### src/rtl/spmv_sram_rd_arbiter.sv
// ============================================================================
// spmv_sram_rd_arbiter : shares one SRAM read port between two burst readers
// Optional: SPMV_ARB_FIXED_PRIO_EN selects fixed priority (requester 0 wins)
// Revision: 1.0
// ============================================================================
`default_nettype none

module spmv_sram_rd_arbiter #(
  parameter int ADDR_W = 10,
  parameter int DATA_W = 256,
  parameter int LEN_W  = 4,
  parameter int RD_LAT = 2
) (
  input  logic              i_clk,
  input  logic              i_rstn,
  input  logic              i_req0,
  input  logic [ADDR_W-1:0] i_addr0,
  input  logic [LEN_W-1:0]  i_len0,
  output logic              o_gnt0,
  output logic              o_rvalid0,
  output logic              o_rlast0,
  input  logic              i_req1,
  input  logic [ADDR_W-1:0] i_addr1,
  input  logic [LEN_W-1:0]  i_len1,
  output logic              o_gnt1,
  output logic              o_rvalid1,
  output logic              o_rlast1,
  output logic              o_sram_rden,
  output logic [ADDR_W-1:0] o_sram_addr,
  input  logic [DATA_W-1:0] i_sram_rdata,
  output logic [DATA_W-1:0] o_rdata
);

  typedef enum logic [0:0] {
    IDLE  = 1'b0,
    BURST = 1'b1
  } state_e;

  state_e            state_q, state_d;
  logic              rr_q, rr_d;
  logic              owner_q, owner_d;
  logic [LEN_W-1:0]  cnt_q, cnt_d;
  logic              rden_q, rden_d;
  logic [ADDR_W-1:0] addr_q, addr_d;

  logic w_arb_en, w_pick1, w_gnt0, w_gnt1;

  // cnt_q holds beats remaining after the one on the SRAM port this cycle
  assign w_arb_en = i_rstn && ((state_q == IDLE) || (cnt_q == '0));
  assign w_pick1  = i_req1 && (!i_req0 || rr_q);
  assign w_gnt1   = w_arb_en && w_pick1;
  assign w_gnt0   = w_arb_en && i_req0 && !w_pick1;

  assign o_gnt0 = w_gnt0;
  assign o_gnt1 = w_gnt1;

  always_comb begin
    state_d = state_q;
    rr_d    = rr_q;
    owner_d = owner_q;
    cnt_d   = cnt_q;
    rden_d  = rden_q;
    addr_d  = addr_q;
    if ((state_q == BURST) && (cnt_q != '0)) begin
      cnt_d  = cnt_q - LEN_W'(1);
      addr_d = addr_q + ADDR_W'(1);
    end else if (w_gnt0 || w_gnt1) begin
      state_d = BURST;
      rden_d  = 1'b1;
      owner_d = w_gnt1;
      addr_d  = w_gnt1 ? i_addr1 : i_addr0;
      cnt_d   = w_gnt1 ? i_len1 : i_len0;
`ifdef SPMV_ARB_FIXED_PRIO_EN
      rr_d    = 1'b0;
`else
      rr_d    = !w_gnt1;
`endif
    end else begin
      state_d = IDLE;
      rden_d  = 1'b0;
    end
  end

  always_ff @(posedge i_clk) begin
    if (!i_rstn) begin
      state_q <= IDLE;
      rr_q    <= 1'b0;
      owner_q <= 1'b0;
      cnt_q   <= '0;
      rden_q  <= 1'b0;
      addr_q  <= '0;
    end else begin
      state_q <= state_d;
      rr_q    <= rr_d;
      owner_q <= owner_d;
      cnt_q   <= cnt_d;
      rden_q  <= rden_d;
      addr_q  <= addr_d;
    end
  end

  assign o_sram_rden = rden_q;
  assign o_sram_addr = addr_q;
  assign o_rdata     = i_sram_rdata;

  // Tag = {valid, owner, last}; final stage is the decoded output register
  logic [2:0] w_tag_in, w_tag_tail;
  assign w_tag_in = {rden_q, owner_q, (cnt_q == '0)};

  generate
    if (RD_LAT > 1) begin : g_tag_pipe
      logic [2:0] pipe_q [RD_LAT-1];
      always_ff @(posedge i_clk) begin
        if (!i_rstn) begin
          for (int i = 0; i < RD_LAT - 1; i++) pipe_q[i] <= '0;
        end else begin
          pipe_q[0] <= w_tag_in;
          for (int i = 1; i < RD_LAT - 1; i++) pipe_q[i] <= pipe_q[i-1];
        end
      end
      assign w_tag_tail = pipe_q[RD_LAT-2];
    end else begin : g_tag_direct
      assign w_tag_tail = w_tag_in;
    end
  endgenerate

  logic rvalid0_q, rlast0_q, rvalid1_q, rlast1_q;

  always_ff @(posedge i_clk) begin
    if (!i_rstn) begin
      rvalid0_q <= 1'b0;
      rlast0_q  <= 1'b0;
      rvalid1_q <= 1'b0;
      rlast1_q  <= 1'b0;
    end else begin
      rvalid0_q <= w_tag_tail[2] && !w_tag_tail[1];
      rlast0_q  <= w_tag_tail[2] && !w_tag_tail[1] && w_tag_tail[0];
      rvalid1_q <= w_tag_tail[2] && w_tag_tail[1];
      rlast1_q  <= w_tag_tail[2] && w_tag_tail[1] && w_tag_tail[0];
    end
  end

  assign o_rvalid0 = rvalid0_q;
  assign o_rlast0  = rlast0_q;
  assign o_rvalid1 = rvalid1_q;
  assign o_rlast1  = rlast1_q;

endmodule

`default_nettype wire

### config.mk
export PLATFORM = sky130hd
export DESIGN_NAME = spmv_sram_rd_arbiter
export DESIGN_NICKNAME = d
export VERILOG_FILES = /design/src/rtl/spmv_sram_rd_arbiter.sv
export SDC_FILE = /design/constraint.sdc
export NUM_CORES = 1
export LEC_CHECK = 0
export ABC_AREA = 0
export CORE_AREA = 2 2 217 219
export DETAILED_ROUTE_END_ITERATION = 8
export DIE_AREA = 0 0 219 221
export SLEW_MARGIN = 40
export SYNTH_ARGS = -nofsm -noshare
export SYNTH_HDL_FRONTEND = slang
export SYNTH_SLANG_ARGS = --single-unit
### constraint.sdc
create_clock -name i_clk -period 3.2 [get_ports i_clk]
set_clock_uncertainty 0.1 [all_clocks]
set_input_delay 0.64 -clock i_clk [delete_from_list [all_inputs] [get_ports i_clk]]
set_output_delay 0.64 -clock i_clk [all_outputs]
set_load 0.01 [all_outputs]
==> flow_summary.toml <==
[timing]
setup_viol = 0
setup_tns_ns = 0
finalCritPeriodShare = 0.934
tightest_slew_ns = 0.494
post-route-min-period_ns = 2.99
report.final.hold_viol_count = 0
maxSlewViolCount = 0
rsz0062_at_grt = "no"
relSlewSlack = 0.668
fmax_ghz = 0.335

[die]
io_pins = 561
initial_core_util = 0.0729
num_rows = 79
chipHeight_um = 221
die_x_um = 219
core_um2 = 46100
design.die.area_um2 = 48400

[cells_and_area]
seqCellArea_um2 = 480
flow.area_growth_from_synthesis_pct = -17.2
multiInputGateArea_um2 = 855
n_fill_cell = 5481
drive_gt1_frac = 0.111
layout.nets = 507

[pwr]
p_leak_nw = 0.756
internal_power_w = 0.000712
pwr-share-seq = 0.353
power_density_nw_per_um2 = 364
p_clk_frac = 0.371
peakVddDrop_mv = 0.259
swShare = 0.297
combPwrFrac = 0.276
power_switching_w = 0.000301
power_w = 0.00101

[cts]
cts_root_buf = "clkbuf_16"
cts_tree = "yes"
cts.sinks = 24
clk-insertion-delay-late_ns = 0.27
numCtsBuffers = 3
postCtsHoldBufs = 0
clk_pin_slew_ns = 0.07
cts_max_level = 1
ctsLongestPathBuffers = 2

[global_routing]
use_met1 = 0.0481
grt_max_degree = 20
grt_pass1_vias = 2016
overflow = 0
met2_usage = 0.111
gr-usage-all-layers = 0.0683
antenna_found_initial = 7
top_usage_layer = "met2"
grt_use_met3 = 0.0801
grt_pass1_wl_um = 21500

[logic_synthesis]
syn_avg_cell_area_um2 = 7.97
synthesis.instances = 421
synth_edf_count = 0
yosys_register_bits = 24
syn_nets = 711
synth_area_um2 = 3360
ys_types = 51
yosysWarningCount = 0
async_flop_share = 0
ys.flop_type = "dfxtp_1"
synth_seq_area_share = 0.143

[routing]
drt_first_pass_iters = 4
ant_nets = 0
drc = 0
wl_per_cell_um = 21.4
viasPerCell = 2.38
drt_wl_total_um = 17600
vias = 1963
drt_iter0_drc = 120

[place]
portBuffers = 48
dp_hpwl_um = 15800
finalWeightedCongestion = 0.792

[worst_setup_path]
start_kind = "register"
crit_type = "reg -> out"
endpoint_kind = "primary output"
crit_fanout = 15
cp.arrival_ns = 2.25
required_ns = 2.46

[run]
cap_viol_max_count = 0

[worst_hold_path]
hold_class = "reg -> reg"

[status]
status = "completed"
==> worst paths after layout <==
path	from	end	slack, ns	cells after the start
max reg2reg	cnt_q[0]	o_sram_addr[0]	1.29	7
min reg2reg	g_tag_pipe.pipe_q[0][0]	o_rlast0	0.36	1
max	cnt_q[0]	o_gnt0	0.21	6
min	g_tag_pipe.pipe_q[0][0]	o_rlast0	0.36	1
==> area by class of cell <==
| cell class | count | share of cell area |
|---|---|---|
| Sequential cell | 24 | 0.173 |
| Timing Repair Buffer | 57 | 0.197 |
| Multi-Input combinational cell | 123 | 0.307 |
| Tap cell | 607 | 0.273 |
| Antenna cell | 1 | 0.000900 |
| Inverter | 8 | 0.0108 |
| Clock inverter | 1 | 0.0108 |
| Clock buffer | 3 | 0.0270 |
==> stage by stage <==
step           utilization  cell area, um2  hold slack [ns]  cells  setup slack, ns
5_1_grt             0.0603            2780            0.400    823            0.129
4_1_cts             0.0602            2780            0.360    823           0.0687
3_3_place_gp        0.0580            2670            0.348    819            0.334
6_report            0.0604            2780            0.356    824            0.210
3_5_place_dp        0.0580            2670            0.345    819            0.327
2_1_floorplan            -            3360            0.291    421             1.01
==> cell usage after synthesis (all sizes together) (4+ instances only) <==
library cell / instances / area share
a21oi: 8 / 0.016
o31a: 4 / 0.010
buf: 263 / 0.59
dfxtp: 24 / 0.14
nor3: 6 / 0.0089
o21ai: 10 / 0.016
and3: 5 / 0.0093
and4: 4 / 0.010
a31oi: 4 / 0.0075
nand2: 4 / 0.0093
a211oi: 5 / 0.011
nand3: 14 / 0.021
nor2: 13 / 0.015
inv: 8 / 0.0089
==> routing by layer <==
layer | up-vias | wire length (um)
li1 | 731 | -
met1 | 827 | 4180
met2 | 310 | 8080
met3 | 91 | 4650
met4 | 4 | 696
met5 | - | 27
==> power by group through the flow <==
stage	Combinational, W	Clock, W	Sequential (W)
after detailed placement	0.000279	0	0.000364
after global placement	0.000278	0	0.000363
after CTS	0.000281	0.000385	0.000357
final	0.000280	0.000375	0.000358
after floorplan	0.000484	0	0.000363
after global routing	0.000305	0.000398	0.000363
==> cells in the final DEF (no fill, tap or decap), drive strengths merged, types with 4 or more instances in the layout <==
master	n
a211oi	5
a21oi	8
a31oi	4
and3	5
and4	4
buf	9
clkdlybuf4s50	48
dfxtp	24
inv	8
nand2	4
nand3	14
nor2	13
nor3	6
o21ai	10
o31a	4
==> state kept, by name, indices dropped and copies added (netlist names) <==
| name | cells |
|---|---|
| g_tag_pipe.pipe_q | 3 |
| o_sram_addr | 10 |
| o_sram_rden | 1 |
| o_rlast0 | 1 |
| o_rvalid0 | 1 |
| cnt_q | 4 |
| o_rlast1 | 1 |
| o_rvalid1 | 1 |
| rr_q | 1 |
| owner_q | 1 |
==> cell families (layout without fill, tap and decap cells) <==
| family | after synthesis | after routing | share of synthesized area |
|---|---|---|---|
| flops | 24 | 24 | 0.143 |
| buf+inv | 274 | 69 | 0.603 |
| fa+ha+maj | 2 | 2 | 0.00745 |
| simple gates | 64 | 64 | 0.114 |
| mux | 1 | 1 | 0.00298 |
| compound gates | 54 | 54 | 0.124 |
| other cells | 0 | 1 | 0 |
| xor+xnor | 2 | 2 | 0.00522 |
==> critical path: stages, from the launching register on <==
cell and delay, ns:
dfxtp_1 0.33, inv_1 0.08, ha_1 0.19, or3b_4 0.48
nand2_8 0.16, and4_1 0.21, clkdlybuf4s50_1 0.53
==> what timing repair did <==
action	in CTS	in global routing
setup endpoints to repair	0	1
resized for setup	0	1
setup buffers	0	0
Note: power is estimated with default switching activity, not from simulation.
